===== config.mk =====
export PLATFORM = sky130hd
export DESIGN_NAME = int_stream_rr_arb
export DESIGN_NICKNAME = d
export VERILOG_FILES = /design/src/rtl/int_stream_rr_arb.sv
export SDC_FILE = /design/constraint.sdc
export NUM_CORES = 1
export LEC_CHECK = 0
export BUFFER_PORTS_ARGS = -buffer_cell sky130_fd_sc_hd__buf_4
export CAP_MARGIN = 10
export CORE_ASPECT_RATIO = 1.5
export CORE_UTILIZATION = 45
export CTS_CLUSTER_SIZE = 16
export DETAILED_ROUTE_END_ITERATION = 10
export HOLD_SLACK_MARGIN = 0.08
export PLACE_DENSITY = 0.87
export SYNTH_ARGS = -nofsm -noshare
export SYNTH_HDL_FRONTEND = slang
export SYNTH_SLANG_ARGS = --single-unit

===== constraint.sdc =====
create_clock -name clk -period 5.1 [get_ports clk]
set_clock_uncertainty 0.05 [all_clocks]
set_input_delay 1.275 -clock clk [delete_from_list [all_inputs] [get_ports clk]]
set_output_delay 1.275 -clock clk [all_outputs]
set_load 0.05 [all_outputs]

===== src/rtl/int_stream_rr_arb.sv =====
// int_stream_rr_arb: bounded-burst round-robin arbiter of NUM_IN valid/ready integer streams
// into a one-entry registered output stage tagged with the source index.
module int_stream_rr_arb #(
  parameter int NUM_IN    = 4,
  parameter int WIDTH     = 32,
  parameter int BURST_MAX = 4,
  parameter int SW        = $clog2(NUM_IN)
) (
  input  logic                    clk,
  input  logic                    rstn,
  input  logic [NUM_IN-1:0]       in_valid,
  output logic [NUM_IN-1:0]       in_ready,
  input  logic [NUM_IN*WIDTH-1:0] in_data,
  output logic                    out_valid,
  input  logic                    out_ready,
  output logic [WIDTH-1:0]        out_data,
  output logic [SW-1:0]           out_src,
  output logic [31:0]             xfer_count
);
  localparam int BW = $clog2(BURST_MAX + 1);
  logic [SW-1:0] owner, sel;
  logic [BW-1:0] burst_cnt;
  logic          burst_ok, any, hs;
  assign burst_ok = burst_cnt < BW'(BURST_MAX);
  assign any      = |in_valid;
  assign hs       = rstn && (!out_valid || out_ready) && any;
  // Descending scan so the nearest valid input after owner wins; owner itself is checked last.
  always_comb begin
    sel = owner;
    for (int k = NUM_IN; k >= 1; k--)
      if (in_valid[(int'(owner) + k) % NUM_IN]) sel = SW'((int'(owner) + k) % NUM_IN);
    if (in_valid[owner] && burst_ok) sel = owner;
    in_ready = '0;
    if (hs) in_ready[sel] = 1'b1;
  end
  always_ff @(posedge clk) begin
    if (!rstn) begin
      out_valid  <= 1'b0;
      out_data   <= '0;
      out_src    <= '0;
      xfer_count <= '0;
      owner      <= SW'(NUM_IN - 1);
      burst_cnt  <= BW'(BURST_MAX);
    end else begin
      if (hs) begin
        out_valid <= 1'b1;
        out_data  <= in_data[sel*WIDTH +: WIDTH];
        out_src   <= sel;
        if (sel == owner && burst_ok) burst_cnt <= burst_cnt + BW'(1);
        else begin
          owner     <= sel;
          burst_cnt <= BW'(1);
        end
      end else if (out_ready) out_valid <= 1'b0;
      if (out_valid && out_ready) xfer_count <= xfer_count + 32'd1;
    end
  end
endmodule


# After elaboration in Yosys (flattened, before gate mapping)
# Cells that the tools add are included.
# word_totals
reg_bits,72
input_bits,135
out_inout_bits,71
elab_cells,67
# classes
n_addsub,6
order_cmp,8
n_eq_ne,1
shifts,1
n_mux,25
n_bitwise,5
reduce_logical,15
# op_table
cell,count
$shiftx 128x8->32,1
$add 32x1->32 const B,1
$lt 3x4->1 const B,4
$mux 1,12
$bmux 1 s2,5
$mux 2,5
$reduce_or 2->1,4
$logic_and 1x1->1,6
$lt 2x3->1 const B,2
$add 2x1->2 const B,2
$add 2x2->2 const B,2
$and 1x1->1 const A,4
$mux 4,1
$reduce_or 4->1,1
$add 3x1->3 const B,1
$lt 3x3->1 const B,1
$mux 3,1
$demux 1 s2,1
$eq 2x2->1,1
$ge 2x1->1 const B,1
$reduce_and 2->1,1
$reduce_bool 2->1,1
$logic_not 1->1,1
$logic_or 1x1->1,1
$not 1->1,1

# Depth between registers and ports, before layout
# Gate-level depths: netlist (run 1).
# logic_depth
word_depth,16
depth_mapped,9
mapped_depth_nobuf,6

# Worst setup path after synthesis (run 1)
# OpenSTA, ideal clock, no wires.
# synth_timing
path_kind,input port to output port
from,input in_valid[1]
to,output in_ready[0]
t_arrival_ns,3.395
required_ns,3.775
setup_slack_ns,0.380
cell_stages,9
path_buffers,3
path_cell_list,buf_2 mux4_2 nand2_1 o2111ai_2 xor2_2 buf_6 buf_8 inv_2 nor2_1
# synth_via
elab_chain_cells,13
word_cells_on_any_way,28
classes_between,order compare (2); mux (22); reduce/logical (4)
# synth_lines
item,line_no,text
from (decl),11,"input logic [NUM_IN-1:0] in_valid,"
$bmux 1 s2,31,if (in_valid[(int'(owner) + k) % NUM_IN]) sel = SW'((int'(owner) + k) % NUM_IN);
$mux 1 (implied by the code) (2 in series),31,
$mux 2 (4 in series),31,
$mux 2,32,if (in_valid[owner] && burst_ok) sel = owner;
$lt 2x3->1 (implied by the code) or $ge 2x1->1 (tied branches),34,if (hs) in_ready[sel] = 1'b1;
$logic_and 1x1->1 (implied by the code),34,
$mux 1 (implied by the code),34,
$demux 1 s2,34,
$mux 4 *,34,
to (decl),12,"output logic [NUM_IN-1:0] in_ready,"
# Mark *: on every way between the ends. The rest lies on a longest branch, timed or not. The select of a mux whose other input is x is not followed.

# Worst setup path in the final report (run 1)
# layout_timing
from,input in_valid[3]
to,output in_ready[2]
# The elaborated chain is that of the path after synthesis.

==> results of run 1 <==
## layer usage
| metal | track usage (%) | up-vias | wire length, um |
|---|---|---|---|
| met3 | 10.7 | 28 | 1190 |
| met2 | 47.5 | 167 | 5910 |
| met5 | 0 | - | 0 |
| li1 | - | 1864 | - |
| met4 | 11.7 | 0 | 350 |
| met1 | 26.7 | 1756 | 4210 |
## final cells by class
class                      count  area share [%]
timing repair buffer         211            28.1
multi-input combinational    299            38.9
sequential                    72            25.5
inverter                       7           0.464
clock buffer                  15            4.73
tap                          105            2.32
## how the worst min path moves through the flow
stage | startpoint | end | cells past startpoint | slack (ns)
after global routing | out_data[25]$_SDFFE_PN0P_ | out_data[25]$_SDFFE_PN0P_ | 2 | 0.44
after detailed placement | out_data[21]$_SDFFE_PN0P_ | out_data[21]$_SDFFE_PN0P_ | 2 | 0.40
final | out_data[17]$_SDFFE_PN0P_ | out_data[17]$_SDFFE_PN0P_ | 2 | 0.41
after global placement | out_data[1]$_SDFFE_PN0P_ | out_data[1]$_SDFFE_PN0P_ | 2 | 0.40
after CTS | out_data[17]$_SDFFE_PN0P_ | out_data[17]$_SDFFE_PN0P_ | 2 | 0.42
after floorplan | burst_cnt[1]$_SDFFE_PN0P_ | burst_cnt[1]$_SDFFE_PN0P_ | 2 | 0.40
## state kept, by name (all words and copies together), names as in the netlist
signal / count
out_data: 32
xfer_count: 32
burst_cnt: 3
out_src: 2
owner: 2
out_valid: 1
## worst min-delay path, cell delays in order, from the launching register on
cell	delay (ns)
dfxtp_1	0.33
nand2_1	0.05
o221ai_1	0.05
## synth_stat cells (2+ instances only)
| cell | instances | area share (%) |
|---|---|---|
| inv_1 | 6 | 0.59 |
| o211a_1 | 3 | 0.79 |
| o21ai_0 | 4 | 0.53 |
| nand2_1 | 53 | 5.2 |
| nor2_1 | 10 | 0.98 |
| and3_1 | 5 | 0.82 |
| nor4_2 | 2 | 0.66 |
| and4_1 | 5 | 1.1 |
| o221ai_1 | 33 | 7.6 |
| nand4_1 | 10 | 1.6 |
| xnor2_1 | 26 | 6.0 |
| buf_2 | 2 | 0.26 |
| a31oi_1 | 4 | 0.66 |
| nand3_1 | 13 | 1.7 |
| dfxtp_1 | 72 | 38 |
| clkbuf_1 | 16 | 1.6 |
| mux2i_1 | 65 | 17 |
| a21boi_0 | 2 | 0.39 |
| nor2b_1 | 9 | 1.5 |
| and2_1 | 27 | 4.4 |
| ha_1 | 2 | 0.66 |
| a21oi_1 | 2 | 0.26 |
| nor3_1 | 4 | 0.53 |
| xor2_1 | 6 | 1.4 |
| buf_4 | 5 | 0.98 |
| nor3b_1 | 2 | 0.39 |
## kinds of logic after synthesis
family	Yosys count
multiplexers	66
AO/OA/AOI/OAI	54
AND/OR/NAND/NOR	144
XOR/XNOR	33
adder cells (fa/ha/maj)	2
buffers and inverters	33
flip-flops	72
## report_power, final
part           total, mW  internal (mW)  switching, mW
clock network      0.567          0.354          0.213
logic               1.07          0.428          0.645
registers          0.705          0.646         0.0597
total               2.35           1.43          0.918
==> results.yml, run 1 <==
logic_synthesis:
  synth_cell_type_count: 42
  synth-xor-area-share_pct: 7.78
  synthSimpleGateAreaFrac_pct: 19.8
  async_flop_share_pct: 0
  syn-cell-area_mm2: 0.00381
  ys_seq_area_share_pct: 37.8
  synth_compound_area_share_pct: 11.6
  netlist_instances: 404
  synth_flop_cell: "dfxtp_1"
  synth_top_family_by_area: "simple AND/OR/NAND/NOR gates"
  synth-seq-cells: 72
  synth_enable_flop_cells: 0
  syn_nets: 541
  syn_avg_cell_area_um2: 9.44
  synthAdderAreaFrac_pct: 0.656
  yosys-mux-area-fraction_pct: 17.7
  yosysWarnings: 0
timing:
  setup_ws_ns: 0.805
  slew_violations: 0
  fin_crit_sh_pct: 84.2
  timing.hold.ws_ns: 0.415
  worstMarginPinSlew_ns: 0.667
  maxSlewHeadroom_pct: 55.1
  rsz0062_at_grt: "no"
  min_period_ns: 4.30
  setup_viol: 0
  fin_tns_setup_ns: 0
  final_hold_viol_count: 0
  fmax_ghz: 0.233
hold_path:
  hold_class: "reg2reg"
clock_tree:
  cts_buffers: 9
  cts.clk_slew.worst_paths_ns: 0.05
  clockBufferDepth: 2
  htreeDepth: 3
  hold_buffers: 0
  post_cts_buffers: 0
  clock_latency_ns: 0.32
  cts_resized: 0
  cts-root-buf: "clkbuf_16"
  clock_sinks: 72
  cts_tree: "done"
place:
  pre_cts_slack_ns: 0.820
  globalplace.congestion: 0.949
  dpl.cell_count: 693
  placed_area_mm2: 0.00538
  dp_hpwl_um: 8820
  port_buffers: 205
outcome:
  status: "complete, no violations"
worst_setup_path:
  critPathMaxStageDelay_ns: 0.49
  reg2reg_depth: 7
  ff2ff_setup_slack_ns: 1.90
  cp_slowest_cell: "mux4_2"
  worst-path-stages: 8
  cp-startpoint: "in_valid[3]"
  path_delay_family: "buffers and inverters"
  r2r-start: "owner[0]$_SDFFE_PN1P_"
  crit_end: "in_ready[2]"
  rr_endpoint: "out_data[30]$_SDFFE_PN0P_"
  cp-end-kind: "primary output"
  worst-path-buf-inv: 3
  crit_type: "in2out"
  cp.arrival_ns: 2.97
  path_cells: "buf_4 > mux4_2 > nand2_1 > a31oi_1 > nand3b_1 > buf_4 > nor2_1 > buf_4"
  worst-path-max-fanout: 33
  cp.required_ns: 3.77
  critPathMostFrequentCell: "buf_4"
  worstSetupStartpointType: "input pin"
grt:
  grt_pass1_vias: 3782
  grt_usage_pct: 26.4
  grt_antenna_before_repair: 0
  grt_pass1_wl_um: 18400
  grt_max_degree: 44
  overflow: 0
drt:
  wire_per_inst_um: 16.4
  detail-route-antenna-nets: 0
  drtIter0Drc: 102
  firstDrtPassIters: 7
  via_count: 3815
  vias_per_cell: 5.38
  drc_errors: 0
  wl_um: 11600
final_layout:
  fin_cells: 709
  n_fill_cell: 634
  area_growth_pct: 48.5
  drive_gt1_share_pct: 37.9
  multi_input_area_mm2: 0.00220
  utilization_pct: 69.8
  final_cell_mix: "buf_4 (210), dfxtp_1 (72), mux2i_1 (65)"
  antenna_cells: 0
  seqCellArea_mm2: 0.00144
  layout_commonest_cell: "buf_4"
  nets: 737
  fin_area_mm2: 0.00566
floorplanning:
  io_pins: 206
  die_area_mm2: 0.00885
  dieWidth_um: 77.2
  initial_core_util_pct: 47.0
  core_mm2: 0.00811
  die_h_um: 115
  rows: 40
pwr:
  power_leakage_nw: 2.67
  pwr_density_cell_mw_per_mm2: 414
  peakVddDrop_uv: 229
  power_mw: 2.35
job:
  drv_cap: 0
No activity file was read; power rests on OpenSTA's default activity.
==> inputs of run 2 (changes only) <==
--- a/config.mk
+++ b/config.mk
@@ -5,6 +5,7 @@
 export SDC_FILE = /design/constraint.sdc
 export NUM_CORES = 1
 export LEC_CHECK = 0
+export ABC_AREA = 1
 export BUFFER_PORTS_ARGS = -buffer_cell sky130_fd_sc_hd__buf_4
 export CAP_MARGIN = 10
 export CORE_ASPECT_RATIO = 1.5
@@ -12,7 +13,7 @@
 export CTS_CLUSTER_SIZE = 16
 export DETAILED_ROUTE_END_ITERATION = 10
 export HOLD_SLACK_MARGIN = 0.08
-export PLACE_DENSITY = 0.87
+export PLACE_DENSITY = 0.84
 export SYNTH_ARGS = -nofsm -noshare
 export SYNTH_HDL_FRONTEND = slang
 export SYNTH_SLANG_ARGS = --single-unit
==> constraint.sdc (replaced) <==
create_clock -name clk -period 4.4 [get_ports clk]
set_clock_uncertainty 0.05 [all_clocks]
set_input_delay 1.1 -clock clk [delete_from_list [all_inputs] [get_ports clk]]
set_output_delay 1.1 -clock clk [all_outputs]
set_load 0.05 [all_outputs]
==> run 2 against run 1 <==
  * Via count grew 41%
  * Core utilization shrank 4.0 points
  * Final area grew 12%
  * Combinational power grew 100%
  * Clock power grew 41%
  * Non-clock buffer count grew 6
  * Highest routed layer unchanged
==> results.yml, run 2 <==
worst_setup_path:
  worst-path-max-fanout: 22
  cp.arrival_ns: 2.70
  cp-end-kind: "primary output"
  crit_type: "in2out"
  cp.required_ns: 3.25
  worstSetupStartpointType: "input pin"
floorplanning:
  initial_core_util_pct: 46.3
  io_pins: 206
  dieWidth_um: 83.3
  die_area_mm2: 0.0103
  die_h_um: 124
  rows: 44
  core_mm2: 0.00963
timing:
  final_hold_viol_count: 0
  maxSlewHeadroom_pct: 59.8
  min_period_ns: 3.85
  fmax_ghz: 0.259
  setup_ws_ns: 0.546
  slew_violations: 0
  setup_viol: 0
  worstMarginPinSlew_ns: 0.603
  rsz0062_at_grt: "no"
  fin_crit_sh_pct: 87.6
  fin_tns_setup_ns: 0
final_layout:
  utilization_pct: 65.8
  layout_commonest_cell: "nand2_1"
  reg_top3: "out_data x32, xfer_count x32, burst_cnt x3"
  fin_area_mm2: 0.00634
  area_growth_pct: 42.1
  nets: 1057
  drive_gt1_share_pct: 27.6
  antenna_cells: 0
  final_cell_mix: "nand2_1 (231), buf_4 (217), nand3_1 (170)"
clock_tree:
  clock_sinks: 72
  cts_resized: 0
  post_cts_buffers: 0
  htreeDepth: 3
  clockBufferDepth: 2
  cts-root-buf: "clkbuf_16"
  cts_buffers: 9
  hold_buffers: 0
  cts.clk_slew.worst_paths_ns: 0.06
  clock_latency_ns: 0.33
  cts_tree: "done"
job:
  drv_cap: 0
drt:
  wire_per_inst_um: 13.0
  wl_um: 13500
  via_count: 5382
  drc_errors: 0
  firstDrtPassIters: 5
  drtIter0Drc: 289
  detail-route-antenna-nets: 0
  vias_per_cell: 5.18
grt:
  grt_antenna_before_repair: 0
  grt_max_degree: 58
  overflow: 0
  grt_pass1_wl_um: 21400
  grt_pass1_vias: 4826
  grt_usage_pct: 25.5
logic_synthesis:
  syn-cell-area_mm2: 0.00446
  synthTopCellsByArea: "dfxtp_1 (32%), nand2_1 (19%), nand3_1 (19%)"
  netlist.area_leader.share_pct: 32.3
  yosysWarnings: 0
  ys_seq_area_share_pct: 32.3
  syn_avg_cell_area_um2: 6.12
  netlist_instances: 729
  synth_area_leader_cell: "dfxtp_1"
  async_flop_share_pct: 0
  syn_nets: 866
  synth_enable_flop_cells: 0
  synth-seq-cells: 72
  synth_flop_cell: "dfxtp_1"
  synthTopCellsByCount: "nand2_1 (231), nand3_1 (170), inv_1 (86), dfxtp_1 (72), nor2_1 (36)"
  synth_most_common_cell: "nand2_1"
  synth_cell_type_count: 29
place:
  pre_cts_slack_ns: 0.554
  port_buffers: 205
  dp_hpwl_um: 10200
  placed_area_mm2: 0.00602
  globalplace.congestion: 0.882
pwr:
  peakVddDrop_uv: 402
  pwr_density_cell_mw_per_mm2: 607
  power_leakage_nw: 3.28
  power_mw: 3.85
outcome:
  status: "complete, no violations"
hold_path:
  hold_class: "reg2reg"
## run 2: cell count changes in the layout (fill, tap and decap cells not counted), sizes merged, moves of 26 or more
cell    change
nor2       +27
inv        +86
and2       -27
o221ai     -33
xnor2      -26
nand3     +161
nand2     +185
mux2i      -65
## run 2: per-layer routing
metal | track usage, % | part of all wire [%]
met1 | 28.2 | 39
met2 | 48.4 | 54
met3 | 4.04 | 5.3
met4 | 10.5 | 2.3
met5 | 0 | 0
## run 2: cell type report
cell class,instances,area (um^2)
Timing Repair Buffer,217,1630
Clock buffer,9,225
Tap cell,115,144
Inverter,91,342
Clock inverter,7,103
Fill cell,909,3290
Multi-Input combinational cell,529,2460
Sequential cell,72,1440
## run 2: logic make-up after synthesis
kind of cell	synth area share, %
adders and majority gates	0.560
and+or+nand+nor	47.7
AOI/OAI and AO/OA	5.77
buffers and inverters	12.7
xor gates and xnor gates	0.981
DFF	32.3
## run 2: report_power, final
| part | switching [mW] | internal [mW] |
|---|---|---|
| logic | 1.47 | 0.673 |
| registers | 0.0975 | 0.810 |
| clock network | 0.296 | 0.502 |
## run 2: path summary, 6_finish.rpt
check / from / to / slack (ns) / cells past startpoint
max: in_valid[1] / in_ready[3] / 0.55 / 13
min: out_data[11]$_SDFFE_PN0P_ / out_data[11]$_SDFFE_PN0P_ / 0.42 / 2
max reg2reg: owner[0]$_SDFFE_PN1P_ / out_data[15]$_SDFFE_PN0P_ / 1.41 / 15
min reg2reg: out_data[11]$_SDFFE_PN0P_ / out_data[11]$_SDFFE_PN0P_ / 0.42 / 2
## run 2: through the flow
step | std cells | hold WS (ns)
CTS | 1040 | 0.422
detailed placement | 1024 | 0.412
floorplan | 729 | 0.399
finish | 1040 | 0.420
global route | 1040 | 0.430
global placement | 1024 | 0.407
## run 2: worst max-delay path: stages
cell,delay (ns)
buf_4,0.11
inv_1,0.07
nand2_1,0.07
nand3_1,0.12
nand2_1,0.05
inv_1,0.06
nand2_2,0.06
nand2_4,0.11
nand3_4,0.20
nand2_2,0.19
buf_4,0.27
nor2_1,0.09
buf_4,0.19
==> inputs of run 3 (changes only) <==
--- a/config.mk
+++ b/config.mk
@@ -5,7 +5,6 @@
 export SDC_FILE = /design/constraint.sdc
 export NUM_CORES = 1
 export LEC_CHECK = 0
-export ABC_AREA = 1
 export BUFFER_PORTS_ARGS = -buffer_cell sky130_fd_sc_hd__buf_4
 export CAP_MARGIN = 10
 export CORE_ASPECT_RATIO = 1.5
@@ -13,7 +12,7 @@
 export CTS_CLUSTER_SIZE = 16
 export DETAILED_ROUTE_END_ITERATION = 10
 export HOLD_SLACK_MARGIN = 0.08
-export PLACE_DENSITY = 0.84
+export PLACE_DENSITY = 0.87
 export SYNTH_ARGS = -nofsm -noshare
 export SYNTH_HDL_FRONTEND = slang
 export SYNTH_SLANG_ARGS = --single-unit
==> run 3 against run 2 <==
  * Flip-flop and latch count did not move
  * Power fell by 25%
  * Hold slack got worse by 0.0054 ns
  * Combinational power fell by 42%
  * Core utilization rose by 4.9 points
  * Sequential share of layout area rose by 2.4 points
  * Final area fell by 9.6%
  * Maximum frequency rose by 0.70%
  * Non-clock buffer count fell by 6
  * Final cell count fell by 32%
  * Largest power group unchanged
  * Highest routed layer unchanged
==> results.yml, run 3 (synthesis results as in run 1) <==
clock_tree:
  cts_tree: "done"
  clock_latency_ns: 0.33
  clockBufferDepth: 2
  cts_buffers: 9
  cts-root-buf: "clkbuf_16"
  htreeDepth: 3
  cts_resized: 0
  post_cts_buffers: 0
  hold_buffers: 0
  cts.clk_slew.worst_paths_ns: 0.05
  clock_sinks: 72
pwr:
  power_leakage_nw: 2.70
  switchingPower_mw: 1.09
  peakVddDrop_uv: 308
  power_frac_comb_pct: 42.8
  p_seq_share_pct: 28.3
  pwr_density_cell_mw_per_mm2: 503
  cellInternalPower_mw: 1.80
  switching_share_pct: 37.7
  clockPowerShare_pct: 28.8
drt:
  drtIter0Drc: 122
  wire_per_inst_um: 16.4
  drc_errors: 0
  firstDrtPassIters: 4
  detail-route-antenna-nets: 0
  vias_per_cell: 5.38
  via_count: 3819
  wl_um: 11600
floorplanning:
  rows: 40
  die_h_um: 115
  dieWidth_um: 77.2
  die_area_mm2: 0.00885
  initial_core_util_pct: 47.0
  core_mm2: 0.00811
  io_pins: 206
worst_setup_path:
  worstSetupStartpointType: "input pin"
  worst-path-buf-inv: 3
  r2r-start: "owner[0]$_SDFFE_PN1P_"
  rr_endpoint: "out_data[26]$_SDFFE_PN0P_"
  path_cells: "buf_4 > mux4_2 > nand2_1 > o2111ai_2 > xor2_4 > inv_2 > nor2_1 > buf_4"
  reg2reg_depth: 7
  ff2ff_setup_slack_ns: 1.27
  critPathMostFrequentCell: "buf_4"
  worst-path-max-fanout: 11
  path_delay_family: "multiplexers"
  critPathMaxStageDelay_ns: 0.48
  cp.required_ns: 3.25
  cp_slowest_cell: "mux4_2"
  crit_type: "in2out"
  cp.arrival_ns: 2.68
  cp-end-kind: "primary output"
timing:
  min_period_ns: 3.83
  fin_crit_sh_pct: 87.0
  fmax_ghz: 0.261
  fin_tns_setup_ns: 0
  slew_violations: 0
  maxSlewHeadroom_pct: 54.0
  setup_ws_ns: 0.573
  final_hold_viol_count: 0
  setup_viol: 0
  worstMarginPinSlew_ns: 0.685
  rsz0062_at_grt: "no"
grt:
  overflow: 0
  grt_antenna_before_repair: 0
  grt_max_degree: 44
  grt_usage_pct: 26.5
  grt_pass1_vias: 3905
  grt_pass1_wl_um: 18600
hold_path:
  hold_class: "reg2reg"
  hp-start: "out_data[14]$_SDFFE_PN0P_"
  min_path_cells: 2
  whs_endpoint: "out_data[14]$_SDFFE_PN0P_"
place:
  globalplace.congestion: 0.874
  dp_hpwl_um: 8890
  pre_cts_slack_ns: 0.572
  port_buffers: 205
final_layout:
  reg_top3: "out_data x32, xfer_count x32, burst_cnt x3"
  n_fill_cell: 624
  drive_gt1_share_pct: 38.7
  area_growth_pct: 50.4
  antenna_cells: 0
  final_cell_mix: "buf_4 (211), dfxtp_1 (72), mux2i_1 (65)"
  nets: 737
  layout_commonest_cell: "buf_4"
outcome:
  status: "complete, no violations"
job:
  drv_cap: 0
## run 3: cell types whose count changed in the layout (fill, tap and decap cells not counted), moves of 6 or more
cell | previous run | this run
o21ai_0 | 19 | 4
inv_1 | 86 | 6
nand3_1 | 170 | 13
xnor2_1 | 0 | 26
buf_4 | 217 | 211
nor2b_1 | 0 | 8
nand4_1 | 4 | 10
nor3_1 | 16 | 4
and2_1 | 0 | 27
o221ai_1 | 0 | 33
a21oi_1 | 23 | 2
nor2_1 | 36 | 10
nand2_1 | 231 | 53
mux2i_1 | 0 | 65
## run 3: worst max-delay path by stage
stage                       end  slack, ns  cells past startpoint                   from
detailed placement  in_ready[0]       0.57                      8            in_valid[3]
global route        in_ready[0]       0.49                      7  owner[0]$_SDFFE_PN1P_
global placement    in_ready[0]       0.59                      8            in_valid[3]
floorplan           in_ready[0]       0.03                      9            in_valid[1]
finish              in_ready[0]       0.57                      8            in_valid[3]
CTS                 in_ready[0]       0.57                      8            in_valid[3]
## run 3: layout make-up
class | instances | area (um^2) | share of cell area, %
Clock buffer | 9 | 225 | 3.93
Clock inverter | 7 | 120 | 2.10
Inverter | 7 | 26.3 | 0.458
Multi-Input combinational cell | 299 | 2200 | 38.5
Sequential cell | 72 | 1440 | 25.1
Tap cell | 105 | 131 | 2.29
Timing Repair Buffer | 211 | 1580 | 27.6
## run 3: worst reg2reg max path: cells and delay by family (launching register included)
kind	cells	cell delay (ns)
AO/OA/AOI/OAI	2	0.32
XOR/XNOR	1	0.28
flip-flops	1	0.74
multiplexers	2	0.91
buffers and inverters	1	0.58
AND/OR/NAND/NOR	1	0.11
## run 3: power by group through the flow
stage	clock network, mW	logic, mW	registers (mW)
floorplan	0	0.648	1.12
global placement	0	1.22	0.825
detailed placement	0	1.24	0.831
CTS	0.847	1.24	0.817
global route	0.874	1.30	0.828
finish	0.832	1.24	0.817
## run 3: layer usage
layer	track usage, %	share of wire (%)	vias up	routed length [um]
met5	0	0	-	0
met4	11.7	2.5	0	295
li1	-	-	1852	-
met1	26.5	36	1771	4180
met2	48.8	51	174	5990
met3	9.84	10	22	1180
## run 3: stage by stage
stage | hold slack, ns | utilization, % | cell area (um^2) | cells | power, mW
6_report | 0.414 | 70.7 | 5730 | 710 | 2.88
3_3_place_gp | 0.397 | 66.5 | 5390 | 694 | 2.04
5_1_grt | 0.435 | 70.7 | 5730 | 710 | 3.00
4_1_cts | 0.418 | 70.7 | 5730 | 710 | 2.90
2_1_floorplan | 0.398 | - | 3810 | 404 | 1.76
3_5_place_dp | 0.405 | 66.5 | 5390 | 694 | 2.07
